===== src/rtl/keypad_scan_ctrl.sv =====
// Column-scan controller for a 4x4 keypad: walks one active-low column per dwell,
// debounces press and release on the sampled row, and reports the accepted key.
module keypad_scan_ctrl #(
    parameter int SCAN_DIV       = 50000,
    parameter int DEBOUNCE_TICKS = 4
) (
    input  logic       clk,
    input  logic       rst,
    input  logic [3:0] row_n,
    output logic [3:0] col_n,
    output logic [3:0] key_code,
    output logic       key_valid,
    output logic       key_held
);

    localparam int DIV_W = $clog2(SCAN_DIV);
    localparam int CNT_W = $clog2(DEBOUNCE_TICKS + 1);
    localparam logic [DIV_W-1:0] DIV_LAST = DIV_W'(SCAN_DIV - 1);
    localparam logic [CNT_W-1:0] DB_LAST  = CNT_W'(DEBOUNCE_TICKS);

    typedef enum logic [1:0] {
        ST_SCAN     = 2'd0,
        ST_DEBOUNCE = 2'd1,
        ST_HOLD     = 2'd2,
        ST_RELEASE  = 2'd3
    } state_t;

    state_t           state_r, state_s;
    logic [DIV_W-1:0] div_cnt_r;
    logic [1:0]       col_idx_r, col_idx_s;
    logic [1:0]       cand_r, cand_s;
    logic [CNT_W-1:0] db_cnt_r, db_cnt_s;
    logic [CNT_W-1:0] db_inc_s;
    logic [3:0]       col_n_r;
    logic [3:0]       key_code_r, key_code_s;
    logic             key_valid_r, key_valid_s;
    logic             key_held_r, key_held_s;
    logic             tick_s;
    logic             cand_level_s;

    // Simultaneous presses resolve to the lowest-indexed low row.
    function automatic logic [1:0] lowest_low(input logic [3:0] rows);
        logic [1:0] idx;
        if (!rows[0]) begin
            idx = 2'd0;
        end else if (!rows[1]) begin
            idx = 2'd1;
        end else if (!rows[2]) begin
            idx = 2'd2;
        end else begin
            idx = 2'd3;
        end
        return idx;
    endfunction

    assign tick_s       = (div_cnt_r == DIV_LAST);
    assign cand_level_s = row_n[cand_r];
    assign db_inc_s     = db_cnt_r + CNT_W'(1);

    // Scan timebase: one tick at the end of every column dwell.
    always_ff @(posedge clk) begin
        if (rst) begin
            div_cnt_r <= '0;
        end else if (tick_s) begin
            div_cnt_r <= '0;
        end else begin
            div_cnt_r <= div_cnt_r + DIV_W'(1);
        end
    end

    // Next-state and output decode; everything holds except on tick cycles.
    always_comb begin
        state_s     = state_r;
        col_idx_s   = col_idx_r;
        cand_s      = cand_r;
        db_cnt_s    = db_cnt_r;
        key_code_s  = key_code_r;
        key_valid_s = 1'b0;
        key_held_s  = key_held_r;
        if (tick_s) begin
            case (state_r)
                ST_SCAN: begin
                    if (row_n == 4'b1111) begin
                        col_idx_s = col_idx_r + 2'd1;
                    end else begin
                        cand_s   = lowest_low(row_n);
                        db_cnt_s = CNT_W'(1);
                        state_s  = ST_DEBOUNCE;
                    end
                end
                ST_DEBOUNCE: begin
                    if (!cand_level_s) begin
                        db_cnt_s = db_inc_s;
                        if (db_inc_s == DB_LAST) begin
                            key_code_s  = {cand_r, col_idx_r};
                            key_valid_s = 1'b1;
                            key_held_s  = 1'b1;
                            state_s     = ST_HOLD;
                        end else begin
                            state_s = ST_DEBOUNCE;
                        end
                    end else begin
                        col_idx_s = col_idx_r + 2'd1;
                        state_s   = ST_SCAN;
                    end
                end
                ST_HOLD: begin
                    if (cand_level_s) begin
                        db_cnt_s = CNT_W'(1);
                        state_s  = ST_RELEASE;
                    end else begin
                        state_s = ST_HOLD;
                    end
                end
                ST_RELEASE: begin
                    if (cand_level_s) begin
                        db_cnt_s = db_inc_s;
                        if (db_inc_s == DB_LAST) begin
                            key_held_s = 1'b0;
                            col_idx_s  = col_idx_r + 2'd1;
                            state_s    = ST_SCAN;
                        end else begin
                            state_s = ST_RELEASE;
                        end
                    end else begin
                        state_s = ST_HOLD;
                    end
                end
                default: begin
                    state_s = ST_SCAN;
                end
            endcase
        end else begin
            state_s = state_r;
        end
    end

    // State and registered outputs; col_n is decoded from the next column index.
    always_ff @(posedge clk) begin
        if (rst) begin
            state_r     <= ST_SCAN;
            col_idx_r   <= 2'd0;
            cand_r      <= 2'd0;
            db_cnt_r    <= '0;
            col_n_r     <= 4'b1110;
            key_code_r  <= 4'd0;
            key_valid_r <= 1'b0;
            key_held_r  <= 1'b0;
        end else begin
            state_r     <= state_s;
            col_idx_r   <= col_idx_s;
            cand_r      <= cand_s;
            db_cnt_r    <= db_cnt_s;
            col_n_r     <= ~(4'b0001 << col_idx_s);
            key_code_r  <= key_code_s;
            key_valid_r <= key_valid_s;
            key_held_r  <= key_held_s;
        end
    end

    assign col_n     = col_n_r;
    assign key_code  = key_code_r;
    assign key_valid = key_valid_r;
    assign key_held  = key_held_r;

endmodule


===== config.mk =====
export PLATFORM = sky130hd
export DESIGN_NAME = keypad_scan_ctrl
export DESIGN_NICKNAME = d
export VERILOG_FILES = /design/src/rtl/keypad_scan_ctrl.sv
export SDC_FILE = /design/constraint.sdc
export NUM_CORES = 1
export LEC_CHECK = 0
export CAP_MARGIN = 15
export CORE_MARGIN = 5
export CORE_UTILIZATION = 40
export CTS_CLUSTER_SIZE = 12
export DETAILED_ROUTE_END_ITERATION = 7
export PLACE_DENSITY_LB_ADDON = 0.2
export SYNTH_ARGS = -nofsm -noshare
export SYNTH_HDL_FRONTEND = slang
export SYNTH_SLANG_ARGS = --single-unit

===== constraint.sdc =====
create_clock -name clk -period 2.5 [get_ports clk]
set_clock_uncertainty 0.15 [all_clocks]
set_input_delay 0.5 -clock clk [delete_from_list [all_inputs] [get_ports clk]]
set_output_delay 0.5 -clock clk [all_outputs]
set_load 0.005 [all_outputs]

# Word-level counts from Yosys, hierarchy flattened
# Cells that the tools add are included.
# word_totals
latchBits	0
regBits	35
output_inout_bits	10
ramBits	0
wordCells	69
mem_count	0
input_bits	6
romBits	0
# classes
div_mod_pow	0
n_reduce_logical	9
bitwise	5
magnitude_cmp	1
shift	1
add_sub_neg	3
n_mul	0
n_eq_ne	12
mux	29
# ops
cell	n
$mux 2	12
$add 16x1->16 const B	1
$eq 16x16->1 const B	1
$mux 3	4
$ne 2x2->1 const B	6
$pmux 3 s4	1
$mux 1	8
$pmux 2 s4	1
$pmux 2 s3	1
$reduce_and 6->1	1
$reduce_and 5->1	1
$eq 2x2->1 const B	2
$eq 4x4->1 const B	1
$not 1->1	4
$not 4->4	1
$reduce_and 4->1	1
$reduce_or 4->1	1
$shl 1x2->4 const A	1
$add 3x1->3 const B	1
$eq 3x3->1 const B	1
$lt 2x3->1 const B	1
$reduce_and 3->1	1
$add 2x1->2 const B	1
$bmux 1 s2	1
6 further kinds	6

# Depth between registers and ports, before layout
# logic_depth
depth_word	8
mapped_depth	7
ltp_nobuf	7

# Worst setup path after synthesis
# No wires, ideal clock.
# synth_timing
path_kind	flip-flop to flip-flop
from	reg div_cnt_r[13]
to	reg col_n_r[1], in the netlist col_n[1]
required_time_ps	2223
slack_ps	379
path_stages_with_launch	6
path_buffers	0
period_less_slack_ps	2121
setup_ps	127
t_arrival_ps	1844
cell_sequence	dfxtp_1 > or4b_4 > nor4_4 > a21boi_2 > xnor2_1 > or3_1
# synth_via
elab_chain_cells	4
# synth_rtl
element	line_no	rtl
from (decl)	29	logic [DIV_W-1:0] div_cnt_r;
from (signal assigned)	67	div_cnt_r <= div_cnt_r + DIV_W'(1);
$eq 16x16->1	56	assign tick_s = (div_cnt_r == DIV_LAST);
$mux 2	80	if (tick_s) begin
$shl 1x2->4	154	col_n_r <= ~(4'b0001 << col_idx_s);
$not 4->4	154	
to (signal assigned)	154	
to (decl)	34	logic [3:0] col_n_r;
# No other way between the ends.
# A chain may end at the register's enable or synchronous reset.

# Worst setup path after layout
# layout_timing
from	in row_n[1]
to	reg col_n_r[1], in the netlist col_n[1]
# layout_via
elab_chain_cells	7
elab_cells_between_ends	10
cone_classes	1 x eq/ne; 1 x shift; 7 x mux; 1 x bitwise
# layout_rtl
element	line_no	rtl
from (decl)	9	input logic [3:0] row_n,
$bmux 1 s2	57	assign cand_level_s = row_n[cand_r];
$mux 1 (implied by the code)	57	
$mux 2, on equally long branches	116, 92	
$pmux 2 s3 (*)	81	case (state_r)
$mux 2 (*)	80	
$shl 1x2->4 (*)	154	
$not 4->4 (*)	154	
# Every way passes the cells marked *; elsewhere a longest branch is shown, timed or not. The select of a mux whose other input is x is not followed.

==> metrics <==
ANT cells 0; pwr/cell area 551.1 mW/mm²; worst-margin pin slew around 490 ps; CP max FO 6; largest family of logic cells by synthesized area simple AND/OR/NAND/NOR gates; post-detailed-route count of antenna-violating nets 0; largest net degree at the start of global routing 17; post-synth top area cell dfxtp_1; WS Path Type input port to flop; Worst EP required between 2000 and 3000 ps; hold_buf cts 0; Synth Area in Compound Gates 0.09438; vias in the first global route around 1300; final setup violating endpoints 0; Max clock buf depth 2; Avg WL per Cell ~13 µm; initial antenna violation count 0; starting density of the core 0.4146; Core Rows 23; MaxCap Viol Count 0; first-pass iteration count of the detailed router 4; setup bufs post-CTS 0; Top FF cell, synth dfxtp_1; library cells used by synthesis 45; sequential share of the synthesized area 0.4195; Die ar. between 0.005 and 0.006 mm²; Post-synth EDFFs 0; Cells after Synth between 150 and 200; CTS tree yes; worst vdd ir between 400 and 500 µV; FMAX 0.4197 GHz; startpoint class of the critical path input port; drt drc 0; Clk Latency, worst-skew pair 290 ps; area post-placement approximately 0.0019 mm²; RSZ-0062 raised after global routing false; relative slew slack 0.6740; DP HPWL 2.463 mm; most numerous cell in the Yosys netlist dfxtp_1; Commonest cells post-synth dfxtp_1, nor2_1, mux2i_1, nand3_1; CP startpoint row_n[1]; RR Startpoint div_cnt_r[13]$_SDFF_PP0_; fin. max-slew vios 0; Design Area, Final roughly 0.0020 mm²; IO Port Bufs 15; Leakage approximately 0.76 nW; post-synth design cell area 0.001670 mm²; post-synth top area share 0.4195; CTS H-tree depth 2; GRT overflow 0; clk root buf clkbuf_8; crit share post-route 0.9531; initial drt markers between 70 and 80; register bit count reported by yosys 35; Synth async-reset ratio 0; WL final approximately 3.4 mm; Syn Nets ~190; layout cells sized above 1 0.1343; Vias/cell approximately 5.3; num ports 16; TritonCTS buffer count 5; clk slew on worst S/H paths 80 ps; GP Congestion approximately 0.76; global-route wire length before repair 5.830 mm; number of synthesis warnings 0; Chip Width 74.62 µm; Post-Synth Simple-Gate Area 0.2944; Layout Nets 210; synthesized area per cell 9.384 µm²; worst hold slack just under 300 ps; gr usage total 0.1386; worst hold start div_cnt_r[0]$_SDFF_PP0_; Setup crit end kind flop; Synth Area in Adders 0.02996; XOR/XNOR share of the synthesized area 0.05768; Die H ~75 µm; area grow syn2layout 20.30%; Hold Violations, Final 0; mux share of post-synthesis cell area 0.06742; core region area a little over 0.004 mm²; TritonCTS Sinks 35; Synth area leaders dfxtp_1, mux2i_1, nor2_1; post-CTS resize count 0; Critical Path AT between 2000 and 2500 ps; run status completed; Tmin final about 2400 ps; via count around 1300; FILL cells 405; HP Class flop to flop
==> path summary, 6_finish.rpt <==
path	to	slack [ps]	depth (start not counted)
worst max-delay path	col_n[1]$_SDFF_PP1_	120	6
worst min-delay path	div_cnt_r[0]$_SDFF_PP0_	290	1
worst max register to register	col_n[1]$_SDFF_PP1_	310	5
worst min register to register	div_cnt_r[0]$_SDFF_PP0_	290	1
==> through the flow <==
stage	utilization	power (mW)	TNS, ps	instances	setup WS (ps)
3_5_place_dp	0.4708	0.6161	-333.6	243	-149.5
2_1_floorplan	-	0.6001	0	178	379.3
6_report	0.4988	1.107	0	251	117.2
3_3_place_gp	0.4708	0.6150	-104.6	243	-95.63
5_1_grt	0.4988	1.153	0	251	6.405
4_1_cts	0.4988	1.125	0	251	166.4
==> layout by cell type, fill, tap and decap left out, types with 2 or more instances in the layout <==
| master | n |
|---|---|
| inv_1 | 6 |
| xor2_1 | 8 |
| dfxtp_1 | 35 |
| and2_1 | 2 |
| ha_1 | 4 |
| or2_2 | 2 |
| and4_1 | 3 |
| nor2_1 | 24 |
| o21ai_0 | 6 |
| nor4_4 | 2 |
| buf_4 | 7 |
| a31oi_1 | 2 |
| or3_1 | 3 |
| nand2b_1 | 5 |
| a21oi_1 | 7 |
| xnor2_1 | 3 |
| mux2i_1 | 9 |
| and3_1 | 3 |
| nand4_1 | 8 |
| clkbuf_8 | 5 |
| nand2_1 | 8 |
| nand3_1 | 9 |
| clkdlybuf4s50_1 | 15 |
==> power by group <==
group	switching [mW]	internal (mW)
Sequential	0.00354	0.561
Combinational	0.0204	0.0182
Clock	0.207	0.297
==> state kept, by name, indices dropped and copies added (netlist names) <==
| signal | count |
|---|---|
| key_code | 4 |
| key_valid | 1 |
| col_n | 4 |
| db_cnt_r | 3 |
| cand_r | 2 |
| col_idx_r | 2 |
| key_held | 1 |
| div_cnt_r | 16 |
| state_r | 2 |
==> kinds of logic (layout without fill, tap and decap cells) <==
logic type,count (synthesis),count (layout)
and+or+nand+nor,81,81
adders and majority gates,4,4
AOI/OAI and AO/OA,24,24
xor gates and xnor gates,11,11
muxes,10,10
DFF,35,35
buffers and inverters,13,36
==> metal layers <==
metal | share of wire | global-route usage | vias to the layer above
met5 | 0 | 0 | -
met4 | 0.020 | 0.05929 | 0
met3 | 0.060 | 0.05073 | 6
met2 | 0.48 | 0.2390 | 34
met1 | 0.44 | 0.1533 | 614
li1 | - | - | 679
==> worst max-delay path, stage by stage <==
cell and delay (ps):
clkdlybuf4s50_1 460, mux4_2 540, and4_1 210, o21ai_0 300, a21oi_1 100, or3_1 310
==> cell type report <==
type	count	area, µm²	share of cell area
well taps	50	62.56	0.03113
clock buffers	5	68.82	0.03425
flip-flops and latches	35	700.7	0.3487
inverters	6	22.52	0.01121
repair buffers	22	202.7	0.1009
clock inverters	3	43.79	0.02179
multi-input cells	130	908.4	0.4521
Power figures use the tool's default switching activity.
